==> src/rtl/pipe_trace_pkg.sv <==
// Shared definitions for the pipeline event tracer: record flag bit positions,
// record field widths, drop counter width and a record-width helper.
package pipe_trace_pkg;

  // Bit positions inside the 6-bit flags field.
  localparam int FLG_STALL      = 0;
  localparam int FLG_BRANCH     = 1;
  localparam int FLG_FWD_A      = 2;
  localparam int FLG_FWD_B      = 3;
  localparam int FLG_FLUSH_IFID = 4;
  localparam int FLG_FLUSH_IDEX = 5;

  // Record field widths (cycle stamp width is a parameter of the top).
  localparam int FLAGS_W = 6;
  localparam int FWD_W   = 4;
  localparam int PC_W    = 32;
  localparam int AUX_W   = 32;

  // Dropped-record counter width.
  localparam int DROP_W  = 16;

  // Total record width: {cycle, flags, fwd, pc, aux}.
  function automatic int rec_width(input int cycle_w);
    return cycle_w + FLAGS_W + FWD_W + PC_W + AUX_W;
  endfunction

endpackage

==> src/rtl/pipe_event_tracer_if.sv <==
// Read-side bundle of the pipeline event tracer.
//   master : tracer side, drives head record, status and counters; samples rd_ready
//   slave  : consumer side, drives rd_ready; samples everything else
interface pipe_event_tracer_if #(
  parameter int DEPTH   = 16,
  parameter int CYCLE_W = 32
);
  import pipe_trace_pkg::*;

  logic                     rd_valid;
  logic                     rd_ready;
  logic [CYCLE_W-1:0]       rd_cycle;
  logic [FLAGS_W-1:0]       rd_flags;
  logic [FWD_W-1:0]         rd_fwd;
  logic [PC_W-1:0]          rd_pc;
  logic [AUX_W-1:0]         rd_aux;
  logic [$clog2(DEPTH):0]   count;
  logic                     overflow;
  logic [DROP_W-1:0]        drop_cnt;

  modport master (
    output rd_valid, rd_cycle, rd_flags, rd_fwd, rd_pc, rd_aux,
           count, overflow, drop_cnt,
    input  rd_ready
  );

  modport slave (
    input  rd_valid, rd_cycle, rd_flags, rd_fwd, rd_pc, rd_aux,
           count, overflow, drop_cnt,
    output rd_ready
  );

endinterface

==> src/rtl/trace_fifo.sv <==
// Generic synchronous first-word-fall-through FIFO.
//   i_clk/i_rst : clock, synchronous active-high reset (empties the FIFO)
//   i_push/i_data, o_full : write side; a push while full is accepted only
//                           together with a pop on the same edge
//   i_pop, o_empty/o_data : read side; o_data is the head entry
//   o_count               : entries held
module trace_fifo #(
  parameter int WIDTH = 8,
  parameter int DEPTH = 16
) (
  input  logic                   i_clk,
  input  logic                   i_rst,
  input  logic                   i_push,
  input  logic [WIDTH-1:0]       i_data,
  output logic                   o_full,
  input  logic                   i_pop,
  output logic                   o_empty,
  output logic [WIDTH-1:0]       o_data,
  output logic [$clog2(DEPTH):0] o_count
);

  localparam int AW = $clog2(DEPTH);

  logic [WIDTH-1:0] r_mem [DEPTH];
  logic [AW-1:0]    r_wptr;
  logic [AW-1:0]    r_rptr;
  logic [AW:0]      r_count;
  logic             w_push;
  logic             w_pop;

  assign o_empty = (r_count == '0);
  assign o_full  = (r_count == (AW+1)'(DEPTH));
  assign o_count = r_count;
  assign o_data  = r_mem[r_rptr];

  assign w_pop  = i_pop & ~o_empty;
  assign w_push = i_push & (~o_full | w_pop);

  // Storage needs no reset; the count alone decides what is valid.
  always_ff @(posedge i_clk) begin
    if (w_push && !i_rst) r_mem[r_wptr] <= i_data;
  end

  always_ff @(posedge i_clk) begin
    if (i_rst) begin
      r_wptr  <= '0;
      r_rptr  <= '0;
      r_count <= '0;
    end else begin
      if (w_push) r_wptr <= r_wptr + 1'b1;
      if (w_pop)  r_rptr <= r_rptr + 1'b1;
      case ({w_push, w_pop})
        2'b10:   r_count <= r_count + 1'b1;
        2'b01:   r_count <= r_count - 1'b1;
        default: r_count <= r_count;
      endcase
    end
  end

endmodule

==> src/rtl/pipe_event_tracer.sv <==
// Pipeline hazard event recorder. Every cycle with a stall, taken branch,
// forwarding or flush (and en=1) is packed into a timestamped record and
// queued in a FWFT FIFO; when the FIFO is full the newest record is dropped.
//   clk, rstn        : clock, synchronous active-high reset
//   en               : capture enable
//   pc, inst, stall, branch_taken, branch_target, forward_a/b, flush_ifid/idex
//                    : sampled pipeline status
//   rd (master)      : head record, valid/ready handshake, count, overflow, drop_cnt
module pipe_event_tracer
  import pipe_trace_pkg::*;
#(
  parameter int DEPTH   = 16,
  parameter int CYCLE_W = 32
) (
  input  logic         clk,
  input  logic         rstn,
  input  logic         en,
  input  logic [31:0]  pc,
  input  logic [31:0]  inst,
  input  logic         stall,
  input  logic         branch_taken,
  input  logic [31:0]  branch_target,
  input  logic [1:0]   forward_a,
  input  logic [1:0]   forward_b,
  input  logic         flush_ifid,
  input  logic         flush_idex,
  pipe_event_tracer_if.master rd
);

  localparam int REC_W   = rec_width(CYCLE_W);
  localparam int AUX_LO  = 0;
  localparam int PC_LO   = AUX_LO + AUX_W;
  localparam int FWD_LO  = PC_LO + PC_W;
  localparam int FLG_LO  = FWD_LO + FWD_W;
  localparam int CYC_LO  = FLG_LO + FLAGS_W;

  logic [CYCLE_W-1:0]     r_cycle;
  logic                   r_overflow;
  logic [DROP_W-1:0]      r_drop_cnt;

  logic [FLAGS_W-1:0]     w_flags;
  logic [AUX_W-1:0]       w_aux;
  logic [REC_W-1:0]       w_rec;
  logic [REC_W-1:0]       w_head_raw;
  logic [REC_W-1:0]       w_head;
  logic                   w_req;
  logic                   w_pop;
  logic                   w_full;
  logic                   w_empty;
  logic                   w_drop;
  logic [$clog2(DEPTH):0] w_count;

  always_ff @(posedge clk) begin
    if (rstn) r_cycle <= '0;
    else      r_cycle <= r_cycle + 1'b1;
  end

  always_comb begin
    w_flags                 = '0;
    w_flags[FLG_STALL]      = stall;
    w_flags[FLG_BRANCH]     = branch_taken;
    w_flags[FLG_FWD_A]      = (forward_a != 2'b00);
    w_flags[FLG_FWD_B]      = (forward_b != 2'b00);
    w_flags[FLG_FLUSH_IFID] = flush_ifid;
    w_flags[FLG_FLUSH_IDEX] = flush_idex;
  end

  assign w_aux = branch_taken ? branch_target : inst;
  assign w_rec = {r_cycle, w_flags, forward_a, forward_b, pc, w_aux};
  assign w_req = en & (|w_flags);

  assign w_pop  = rd.rd_valid & rd.rd_ready;
  // Full without a same-edge pop means the new record has nowhere to go.
  assign w_drop = w_req & w_full & ~w_pop;

  trace_fifo #(
    .WIDTH (REC_W),
    .DEPTH (DEPTH)
  ) u_fifo (
    .i_clk   (clk),
    .i_rst   (rstn),
    .i_push  (w_req),
    .i_data  (w_rec),
    .o_full  (w_full),
    .i_pop   (w_pop),
    .o_empty (w_empty),
    .o_data  (w_head_raw),
    .o_count (w_count)
  );

  always_ff @(posedge clk) begin
    if (rstn) begin
      r_overflow <= 1'b0;
      r_drop_cnt <= '0;
    end else if (w_drop) begin
      r_overflow <= 1'b1;
      if (r_drop_cnt != '1) r_drop_cnt <= r_drop_cnt + 1'b1;
    end
  end

  // Storage is not cleared on reset, so the head is masked while empty.
  assign w_head = w_empty ? '0 : w_head_raw;

  assign rd.rd_valid = ~w_empty;
  assign rd.rd_cycle = w_head[CYC_LO +: CYCLE_W];
  assign rd.rd_flags = w_head[FLG_LO +: FLAGS_W];
  assign rd.rd_fwd   = w_head[FWD_LO +: FWD_W];
  assign rd.rd_pc    = w_head[PC_LO +: PC_W];
  assign rd.rd_aux   = w_head[AUX_LO +: AUX_W];
  assign rd.count    = w_count;
  assign rd.overflow = r_overflow;
  assign rd.drop_cnt = r_drop_cnt;

endmodule

==> src/flat_wrapper.sv <==
// flat-port wrapper written by rule: the top's interface ports become plain ports
module pipe_event_tracer_flat import pipe_trace_pkg::*;
#(
  parameter int DEPTH   = 16,
  parameter int CYCLE_W = 32
)
  (clk, rstn, en, pc, inst, stall, branch_taken, branch_target, forward_a, forward_b, flush_ifid, flush_idex, rd_rd_valid, rd_rd_cycle, rd_rd_flags, rd_rd_fwd, rd_rd_pc, rd_rd_aux, rd_count, rd_overflow, rd_drop_cnt, rd_rd_ready);
  pipe_event_tracer_if #(.DEPTH(DEPTH), .CYCLE_W(CYCLE_W)) rd_i ();
  input  logic clk;
  input  logic rstn;
  input  logic en;
  input  logic [31:0] pc;
  input  logic [31:0] inst;
  input  logic stall;
  input  logic branch_taken;
  input  logic [31:0] branch_target;
  input  logic [1:0] forward_a;
  input  logic [1:0] forward_b;
  input  logic flush_ifid;
  input  logic flush_idex;
  output wire logic [$bits(rd_i.rd_valid)-1:0] rd_rd_valid;
  output wire logic [$bits(rd_i.rd_cycle)-1:0] rd_rd_cycle;
  output wire logic [$bits(rd_i.rd_flags)-1:0] rd_rd_flags;
  output wire logic [$bits(rd_i.rd_fwd)-1:0] rd_rd_fwd;
  output wire logic [$bits(rd_i.rd_pc)-1:0] rd_rd_pc;
  output wire logic [$bits(rd_i.rd_aux)-1:0] rd_rd_aux;
  output wire logic [$bits(rd_i.count)-1:0] rd_count;
  output wire logic [$bits(rd_i.overflow)-1:0] rd_overflow;
  output wire logic [$bits(rd_i.drop_cnt)-1:0] rd_drop_cnt;
  input wire logic [$bits(rd_i.rd_ready)-1:0] rd_rd_ready;
  assign rd_rd_valid = rd_i.rd_valid;
  assign rd_rd_cycle = rd_i.rd_cycle;
  assign rd_rd_flags = rd_i.rd_flags;
  assign rd_rd_fwd = rd_i.rd_fwd;
  assign rd_rd_pc = rd_i.rd_pc;
  assign rd_rd_aux = rd_i.rd_aux;
  assign rd_count = rd_i.count;
  assign rd_overflow = rd_i.overflow;
  assign rd_drop_cnt = rd_i.drop_cnt;
  assign rd_i.rd_ready = rd_rd_ready;
  pipe_event_tracer #(.DEPTH(DEPTH), .CYCLE_W(CYCLE_W)) u_core (.clk(clk), .rstn(rstn), .en(en), .pc(pc), .inst(inst), .stall(stall), .branch_taken(branch_taken), .branch_target(branch_target), .forward_a(forward_a), .forward_b(forward_b), .flush_ifid(flush_ifid), .flush_idex(flush_idex), .rd(rd_i));
endmodule
==> config.mk <==
export PLATFORM = sky130hd
export DESIGN_NAME = pipe_event_tracer_flat
export DESIGN_NICKNAME = d
export VERILOG_FILES = /design/src/rtl/pipe_trace_pkg.sv /design/src/rtl/pipe_event_tracer_if.sv /design/src/rtl/trace_fifo.sv /design/src/rtl/pipe_event_tracer.sv /design/src/flat_wrapper.sv
export SDC_FILE = /design/constraint.sdc
export NUM_CORES = 1
export LEC_CHECK = 0
export BUFFER_PORTS_ARGS = -buffer_cell sky130_fd_sc_hd__buf_2
export CAP_MARGIN = 15
export CORE_MARGIN = 2
export CORE_UTILIZATION = 60
export DETAILED_ROUTE_END_ITERATION = 7
export PLACE_DENSITY_LB_ADDON = 0.25
export SETUP_SLACK_MARGIN = 0.1
export SYNTH_ARGS = -nofsm -noshare
export SYNTH_HDL_FRONTEND = slang
export SYNTH_SLANG_ARGS = --single-unit
==> constraint.sdc <==
create_clock -name clk -period 15 [get_ports clk]
set_input_delay 3 -clock clk [delete_from_list [all_inputs] [get_ports clk]]
set_output_delay 3 -clock clk [all_outputs]
set_load 0.01 [all_outputs]
After elaboration in Yosys (flattened, before gate mapping):

Memory sizes are Yosys's and may differ from the RTL's. A register that Yosys moved wholly into a read port is not among the register bits.
Cells that the tools add are included.

* register bits: 62
* bits in writable memories: 1696
* input bits: 108
* output and inout port bits: 129
* logic and storage cells: 42
* memories: 1

* add/sub/neg operators: 6
* equal/unequal tests: 4
* mux-type cells: 7
* bitwise operators: 10
* reductions and logical operators: 8

Memories
* u_core.u_fifo.r_mem: depth 16, width 106, rd ports 1, clocked after memory_dff 1, wr ports 1, line trace_fifo.sv:24 `logic [WIDTH-1:0] r_mem [DEPTH];`

Operators by type and width (number)
* two-way mux 106 bit: 1
* adder 32 x 1 -> 32 bit (second input constant): 1
* two-way mux 32 bit: 1
* adder 16 x 1 -> 16 bit (second input constant): 1
* != test 16 bit (second input constant): 1
* one-hot mux 5 bit (2 select lines): 1
* adder 4 x 1 -> 4 bit (second input constant): 2
* two-way mux 4 bit: 2
* bitwise AND 1 bit: 6
* nonzero test 2 bit: 3
* OR reduction 6 bit: 1
* adder 5 x 1 -> 5 bit (second input constant): 1
* == test 5 bit (second input constant): 1
* zero test 5 bit: 1
* subtractor 5 x 1 -> 5 bit (second input constant): 1
* NOT 1 bit: 3
* == test 2 x 1 -> 1 bit (second input constant): 1
* == test 2 bit (second input constant): 1
* two-way mux 1 bit: 2
* AND reduction 2 bit: 1
* logical AND 1 bit: 1
* zero test 1 bit: 1
* OR 1 bit: 1

Logic depth before layout (Yosys ltp):

Gate-level depths: netlist of run 1.

* depth after elaboration: 9
* depth in mapped cells: 12
* gate-level depth less buffers: 10

Hierarchy:

A second synthesis of run 1 with hierarchy kept.

* cell total of the unflattened synthesis: 3126
* area, all modules: 67539.8 µm²

By module, submodules not included
* trace_fifo: times used 1, cells each 2714, area each 64142.8 µm², sequential area each 51269.2 µm²
* pipe_event_tracer: times used 1, cells each 412, area each 3397.0 µm², sequential area each 980.9 µm²

Worst setup path before layout of run 1:

OpenSTA, ideal clock, no wires.

* path kind: input-to-reg
* start point: input branch_taken
* end point: memory u_core.u_fifo.r_mem[11][0] in the netlist's numbering, enable pin
* library setup time: 572 ps
* arrival: 8357 ps
* data required time: 14428 ps
* setup slack: 6071 ps
* stages on the path: 5
* buffers on the path: 1
* cells stage by stage: buf_4 nor4_2 a221oi_2 nand3b_1 nor2_1

* longest elaborated chain between the ends: 6

Ends and longest elaborated chain
* start: declaration: line flat_wrapper.sv:15 `input logic branch_taken;`
* OR reduction 6 bit: line pipe_event_tracer.sv:70 `assign w_req = en & (|w_flags);`
* bitwise AND 1 bit: line pipe_event_tracer.sv:70
* bitwise AND 1 bit: line trace_fifo.sv:37 `assign w_push = i_push & (~o_full | w_pop);`
* logical AND 1 bit: line trace_fifo.sv:41 `if (w_push && !i_rst) r_mem[r_wptr] <= i_data;`
* two-way mux 1 bit: line trace_fifo.sv:41
* two-way mux 1 bit (not written as such): line trace_fifo.sv:41
* end: declaration: line trace_fifo.sv:24

Every way passes these cells.

==> impl_summary.txt, run 1 <==
----------------------------------------------------
[Floorplanning]
  Starting density of the core ... 60.3%
  IO Count ... around 240
  Number of rows in the core area ... roughly 120
  Die footprint ... 115000 um2
  Core region area ... between 100000 and 150000 um2
  Height of the die ... ~340 um
  Die Span X ... approximately 340 um

[CTS]
  Maximum clock insertion buffer count ... 3
  CTS H-Tree Depth ... 4
  Clock buffer count from CTS ... 169
  Number of gates resized after CTS ... 0
  CTS sink count ... roughly 1800
  Register clock-pin slew on the reported worst setup and hold paths ... ~0.060 ns
  Clk_lat worst skew ... between 0.7 and 0.8 ns
  Number of buffers added to fix hold violations after cts ... 0
  TritonCTS clock tree ... done
  Number of setup buffers added after CTS ... 0
  Clock tree root buffer cell ... sky130_fd_sc_hd__clkbuf_16

[Synthesis]
  Synth Net Count ... 3124
  FFs w/ async S/R, synth ... 0%
  Leading cell types by total area after synthesis ... sky130_fd_sc_hd__edfxtp_1 (75%), sky130_fd_sc_hd__mux4_2 (14%), sky130_fd_sc_hd__mux2i_1 (3.2%), sky130_fd_sc_hd__dfxtp_1 (2.0%), sky130_fd_sc_hd__o22ai_1 (0.98%)
  Share of the yosys chip area belonging to registers ... between 70% and 80%
  Number of standard cells after synthesis ... ~3000
  YS warnings ... 0
  EDFF count, synth ... ~1700
  Area fraction of the dominant cell type after synthesis ... roughly three quarters
  Syn Std Cell Area ... between 60000 and 70000 um2
  Unique cell type count in the Yosys netlist ... 52
  #FFs+latches synth ... ~1800
  Mean instance size in the synthesized netlist ... 22.5 um2
  Dominant cell by count in the synthesized netlist ... sky130_fd_sc_hd__edfxtp_1
  Most area-hungry cell type in the Yosys netlist ... sky130_fd_sc_hd__edfxtp_1
  Flip-flop cell with the highest count after synthesis ... sky130_fd_sc_hd__edfxtp_1
  Commonest cells post-synth ... sky130_fd_sc_hd__edfxtp_1 (1696), sky130_fd_sc_hd__mux4_2 (424), sky130_fd_sc_hd__mux2i_1 (216), sky130_fd_sc_hd__o22ai_1 (106), sky130_fd_sc_hd__clkbuf_1 (88)

[Route]
  Avg Vias per Cell ... ~6.5
  Routed Antenna Nets ... 0
  Number of remaining DRC errors ... 0
  Via count of the routed design ... 32100
  Initial DRC count ... ~3800
  Iteration count of the initial detailed-routing pass ... 5
  Drt wl/cell ... approximately 30 um
  Total wire length ... 147000 um

[Timing]
  Setup_tns ... 0 ns
  Relative slew slack ... roughly 22%
  Final period util ... 52.1%
  Worst Clk Skew ... 0.0290 ns
  Tightest Pin Transition ... about 1.2 ns
  Final hold violation count ... 0
  Final setup violation count ... 0
  Maximum clock frequency ... 0.128 GHz
  Max-slew violation total from the final report ... 0
  RSZ-0062 raised after global routing ... false
  Final WS setup ... about 7 ns
  Shortest period the worst path allows ... just under 8 ns

[Layout]
  Proportion of layout cells with a drive suffix above 1 ... 29.5%
  Number of standard cells in the layout, taps in and fillers out ... 4950
  Final nets ... 3430
  Area added between synthesis and finish ... 12.5%
  Final core utilization ... around 68%

[Place]
  Final weighted congestion in routability-driven placement ... between 0.7 and 0.8
  DP HPWL ... roughly 75000 um
  Total placed cells including tap cells ... approximately 4600
  Number of input and output port buffers inserted ... ~240
  Worst slack after detailed placement ... 7.14 ns

[GRT]
  Antenna violations before repair ... 6
  Global-route wire length before repair ... 217000 um
  M1 GR Usage ... about 36%
  Met2 global-route usage ... ~42%
  Met3 demand-to-capacity share in global routing ... 4.50%
  Number of global-route vias before repair ... approximately 34000
  Global Route Usage Sum ... roughly 26%
  Pin count of the biggest net entering global routing ... approximately 160
  Grt peak-use layer ... met2
  Residual overflow from global routing ... 0

[Critical path]
  Worst path required time ... between 10 and 15 ns
  Reg-to-Reg End ... u_core.u_fifo.r_mem[13][6]$_DFFE_PP_
  Launch point of the worst reg-to-reg path ... u_core.u_fifo.o_count[4]$_SDFFE_PP0P_
  Critical-path cell list ... buf_4 > buf_4 > mux4_2 > mux2i_1 > o22ai_1 > buf_2
  Nature of the critical path startpoint ... flip-flop
  Arrival @ worst endpoint ... 4.82 ns
  Worst path most repeated cell ... sky130_fd_sc_hd__buf_4
  Worst Path Max Fanout ... 76
  Worst setup path category ... flip-flop to output port
  Slowest Stage Delay on Critical Path ... 0.97 ns
  Worst Reg-to-Reg Cells ... 6
  Worst setup EP type ... output port
  Slack of the worst reg-to-reg path ... between 10 and 15 ns
  Cell with the largest stage delay on the worst path ... sky130_fd_sc_hd__buf_4

[Run status]
  Run status ... complete, no violations

[Hold path]
  Cell count of the worst hold path ... 2
  Hold Crit Class ... flip-flop to flip-flop
  Worst Hold Launch ... u_core.u_fifo.r_rptr[3]$_SDFFE_PP0N_

[Power and ir drop]
  Power Dens Cells ... 154 nW/um2
  Maximum ir drop on the vdd rail ... between 0.1 and 0.15 mV
  Standby leakage power ... 23.5 nW

[Run]
  Max Cap Violations ... 0

----------------------------------------------------
## layout by cell type (no fill, tap or decap), types with 10 or more instances in the layout
cell	n
sky130_fd_sc_hd__edfxtp_1	1696
sky130_fd_sc_hd__mux4_2	424
sky130_fd_sc_hd__buf_2	236
sky130_fd_sc_hd__mux2i_1	216
sky130_fd_sc_hd__clkbuf_16	174
sky130_fd_sc_hd__o22ai_1	106
sky130_fd_sc_hd__dfxtp_1	63
sky130_fd_sc_hd__nor2_1	57
sky130_fd_sc_hd__buf_4	48
sky130_fd_sc_hd__clkinv_1	43
sky130_fd_sc_hd__mux2_2	38
sky130_fd_sc_hd__clkbuf_1	36
sky130_fd_sc_hd__nand2_1	32
sky130_fd_sc_hd__clkinv_2	22
sky130_fd_sc_hd__nand3_1	21
sky130_fd_sc_hd__xor2_1	18
sky130_fd_sc_hd__nor2_4	16
sky130_fd_sc_hd__xnor2_1	15
sky130_fd_sc_hd__nor2b_1	14
sky130_fd_sc_hd__bufinv_16	13
sky130_fd_sc_hd__nand4_1	12
sky130_fd_sc_hd__a21oi_1	12
sky130_fd_sc_hd__inv_1	11
sky130_fd_sc_hd__o21ai_0	10
sky130_fd_sc_hd__ha_1	10
## worst max path at each step
stage / from / endpoint / slack, ns
floorplan: branch_taken / u_core.u_fifo.r_mem[11][0]$_DFFE_PP_ / 6.07
global placement: branch_taken / u_core.u_fifo.r_mem[13][91]$_DFFE_PP_ / 7.29
detailed placement: branch_taken / u_core.u_fifo.r_mem[13][30]$_DFFE_PP_ / 7.14
CTS: flip-flop / rd_rd_cycle[21] / 6.85
global route: flip-flop / rd_rd_pc[16] / 6.74
finish: flip-flop / rd_rd_cycle[2] / 7.18
## layout make-up
| type | instances | area [um2] |
|---|---|---|
| diodes | 1 | 2.50 |
| well taps | 1500 | 1880 |
| fillers | 6953 | 36000 |
| inverters | 11 | 41.3 |
| clock buffers | 216 | 4570 |
| repair buffers | 290 | 1680 |
| multi-input cells | 1077 | 14700 |
| clock inverters | 93 | 812 |
| flip-flops and latches | 1762 | 52300 |
## critical path: cells and delay by family, from the launching register on
family | cells | cell delay [ns]
buffers and inverters | 3 | 2.08
flip-flops | 1 | 0.80
multiplexers | 2 | 0.49
AO/OA/AOI/OAI | 1 | 0.49
## metal layers
metal	part of all wire [%]	wire [um]
met3	7.8	11400
met2	51	74500
met4	2.3	3310
met5	0	0
met1	39	57400
## logic make-up after synthesis
family	Yosys count	synth area share, %
simple gates	211	1.64
compound gates	142	1.32
xor+xnor	33	0.428
fa+ha+maj	11	0.215
flops	1762	77.3
mux	680	18.0
buf+inv	166	1.04
## state kept, by name, indices dropped and copies added, names as in the netlist, named ones only
signal / flops
u_core.u_fifo.r_wptr: 4
u_core.rd.overflow: 1
u_core.u_fifo.r_rptr: 4
u_core.u_fifo.o_count: 5
u_core.u_fifo.r_mem: 1696
u_core.rd.drop_cnt: 16
u_core.r_cycle: 32
## stage by stage
stage | hold slack, ns | power [mW] | area, um2
after floorplan | 0.459 | 6.97 | 67600
after global placement | 0.472 | 7.65 | 70500
after detailed placement | 0.482 | 7.69 | 70500
after CTS | 0.475 | 11.8 | 75900
after global routing | 0.526 | 12.1 | 76000
final | 0.470 | 11.7 | 76000
## report_power, final
group	internal, mW	switching, mW	total [mW]
clock network	2.37	1.76	4.14
registers	5.44	0.0596	5.50
logic	0.911	1.16	2.07
Note: power is estimated with default switching activity, not from simulation.
==> inputs of run 2 (changes only) <==
- CORE_UTILIZATION: 60 -> 56
- clock period: 15 -> 6.71 ns (I/O delays scaled with it)
==> run 2 against run 1 <==
Against the previous run: routed wire length down 2.4%; worst setup slack worse by 5.6 ns; core utilization fell by 3.8 points; combinational power is 120% higher; final cell count rose by 2.8%; largest power group unchanged.
==> impl_summary.txt, run 2 (synthesis results as in run 1) <==
----------------------------------------------------
[Run status]
  Run status ... complete, no violations

[Floorplanning]
  Die footprint ... roughly 120000 um2
  Starting density of the core ... between 50% and 60%
  Die Span X ... 351 um
  Core region area ... between 100000 and 150000 um2
  Number of rows in the core area ... about 130
  IO Count ... roughly 240
  Height of the die ... between 300 and 400 um

[Route]
  Number of remaining DRC errors ... 0
  Routed Antenna Nets ... 0
  Drt wl/cell ... approximately 28 um
  Iteration count of the initial detailed-routing pass ... 5
  Initial DRC count ... about 3400
  Via count of the routed design ... between 30000 and 40000
  Total wire length ... 143000 um
  Avg Vias per Cell ... between 6 and 7

[Critical path]
  Worst path required time ... 5.37 ns
  Critical-path cell list ... nor4_4 > or2b_1 > nand2b_4 > buf_4 > o22ai_1 > buf_2
  Worst setup EP type ... output port
  Worst Path Max Fanout ... just over 40
  Nature of the critical path startpoint ... flip-flop
  Arrival @ worst endpoint ... 3.79 ns
  Slowest Stage Delay on Critical Path ... approximately 0.63 ns
  Cell with the largest stage delay on the worst path ... sky130_fd_sc_hd__nand2b_4
  Number of buffers and inverters on the critical path ... 2
  Worst setup path category ... flip-flop to output port
  Kind of cell with the highest combined delay on the critical path ... simple AND/OR/NAND/NOR gates

[CTS]
  Clock buffer count from CTS ... 172
  Number of gates resized after CTS ... 0
  Register clock-pin slew on the reported worst setup and hold paths ... 0.06 ns
  Number of buffers added to fix hold violations after cts ... 0
  Clk_lat worst skew ... ~0.78 ns
  CTS sink count ... approximately 1800
  Number of setup buffers added after CTS ... 0
  Maximum clock insertion buffer count ... 3
  Clock tree root buffer cell ... sky130_fd_sc_hd__clkbuf_16
  TritonCTS clock tree ... done
  CTS H-Tree Depth ... 4

[Layout]
  Proportion of layout cells with a drive suffix above 1 ... between 30 and 40%
  Max FFs per register ... about 1700
  Most frequent cells in the layout ... sky130_fd_sc_hd__edfxtp_1 (1696), sky130_fd_sc_hd__mux4_2 (424), sky130_fd_sc_hd__buf_2 (235)
  Sequential cell area ... 52300 um2
  Area added between synthesis and finish ... 13.6%
  Filler Cells Inserted ... just under 8000
  Most common cell after layout, fill and taps aside ... sky130_fd_sc_hd__edfxtp_1
  Register containing the most flip-flops in the final layout ... u_core.u_fifo.r_mem
  Multi-input gate area ... around 15000 um2
  Final nets ... between 3000 and 4000

[Power and ir drop]
  Cell-internal power ... a little under 20 mW
  Portion of total power attributed to the clock network ... between 30% and 40%
  Switching portion of total power ... around 26%
  Part of the total power dissipated in combinational logic ... between 10% and 20%
  Sequential group share of total power ... 46.6%
  Standby leakage power ... ~24 nW
  Net switching power ... slightly below 7 mW
  Power Dens Cells ... between 300 and 400 nW/um2
  Power, Total ... 26.4 mW
  Maximum ir drop on the vdd rail ... ~0.27 mV

[Timing]
  Worst hold margin ... 0.479 ns
  Shortest period the worst path allows ... around 5.1 ns
  Worst Clk Skew ... 0.0252 ns
  RSZ-0062 raised after global routing ... false
  Maximum clock frequency ... just under 0.2 GHz
  Relative slew slack ... between 20% and 30%
  Final WS setup ... 1.58 ns
  Max-slew violation total from the final report ... 0
  Final setup violation count ... 0
  Final hold violation count ... 0
  Final period util ... 76.4%
  Tightest Pin Transition ... 1.09 ns

[GRT]
  Number of global-route vias before repair ... between 30000 and 40000
  Global-route wire length before repair ... between 200000 and 250000 um
  M1 GR Usage ... between 30% and 40%
  Met2 global-route usage ... 38.4%
  Residual overflow from global routing ... 0
  Antenna violations before repair ... 9
  Pin count of the biggest net entering global routing ... 111
  Met3 demand-to-capacity share in global routing ... approximately 3.6%
  Grt peak-use layer ... met2
  Global Route Usage Sum ... between 20% and 30%

[Place]
  DP HPWL ... roughly 76000 um
  Worst slack after detailed placement ... 1.91 ns
  Final weighted congestion in routability-driven placement ... between 0.7 and 0.8
  Number of input and output port buffers inserted ... 236

[Run]
  Max Cap Violations ... 0

[Hold path]
  Hold Crit Class ... flip-flop to flip-flop

----------------------------------------------------
[run 2: changes by cell type in the layout (fill, tap and decap cells not counted), sizes merged]
cell / before / now
clkinvlp: 7 / 10
buf: 290 / 306
clkbuf: 216 / 229
inv: 15 / 17
diode: 1 / 3
clkinv: 69 / 60
bufinv: 13 / 12
[run 2: final timing paths]
| path | to | depth (start not counted) | start | slack, ns |
|---|---|---|---|---|
| max | rd_rd_cycle[29] | 6 | u_core.u_fifo.o_count[0]$_SDFFE_PP0P_ | 1.58 |
| min | u_core.rd.overflow$_SDFFE_PP0P_ | 2 | u_core.rd.overflow$_SDFFE_PP0P_ | 0.48 |
| max reg2reg | u_core.u_fifo.r_mem[15][53]$_DFFE_PP_ | 5 | u_core.u_fifo.o_count[4]$_SDFFE_PP0P_ | 3.24 |
| min reg2reg | u_core.rd.overflow$_SDFFE_PP0P_ | 2 | u_core.rd.overflow$_SDFFE_PP0P_ | 0.48 |
[run 2: power groups by stage]
| stage | clock network (mW) | registers (mW) | logic [mW] |
|---|---|---|---|
| floorplan | 0 | 12.5 | 3.11 |
| finish | 9.47 | 12.3 | 4.64 |
| global route | 10.0 | 12.3 | 4.97 |
| detailed placement | 0 | 12.5 | 4.72 |
| CTS | 9.64 | 12.3 | 4.74 |
| global placement | 0 | 12.5 | 4.64 |
[run 2: area by class of cell]
| type | instances | area share, % |
|---|---|---|
| Sequential cell | 1762 | 68.1 |
| Timing Repair Buffer | 306 | 2.67 |
| Clock buffer | 229 | 6.15 |
| Antenna cell | 3 | 0.00978 |
| Inverter | 11 | 0.0538 |
| Clock inverter | 88 | 1.16 |
| Tap cell | 1612 | 2.63 |
| Multi-Input combinational cell | 1077 | 19.2 |
[run 2: routing by layer]
metal / vias to the layer above / routed length [um]
li1: 13400 / -
met1: 17000 / 59100
met2: 1219 / 71800
met3: 192 / 9620
met4: 2 / 2640
met5: - / 8
[run 2: worst register-to-register path, delay by kind of cell (launching register included)]
family                 cells  cell delay, ns
AND/OR/NAND/NOR            3            1.57
AO/OA/AOI/OAI              1            0.76
buffers and inverters      1            0.43
flip-flops                 1            0.37
[run 2: metrics by stage]
| step | area, um2 | cells | util (%) | TNS (ns) |
|---|---|---|---|---|
| finish | 76700 | 5088 | 64.0 | 0 |
| global route | 76700 | 5086 | 64.0 | 0 |
| CTS | 76700 | 5085 | 64.0 | 0 |
| detailed placement | 71100 | 4768 | 59.3 | 0 |
| global placement | 71100 | 4768 | 59.3 | 0 |
| floorplan | 67600 | 3005 | - | -911.85 |
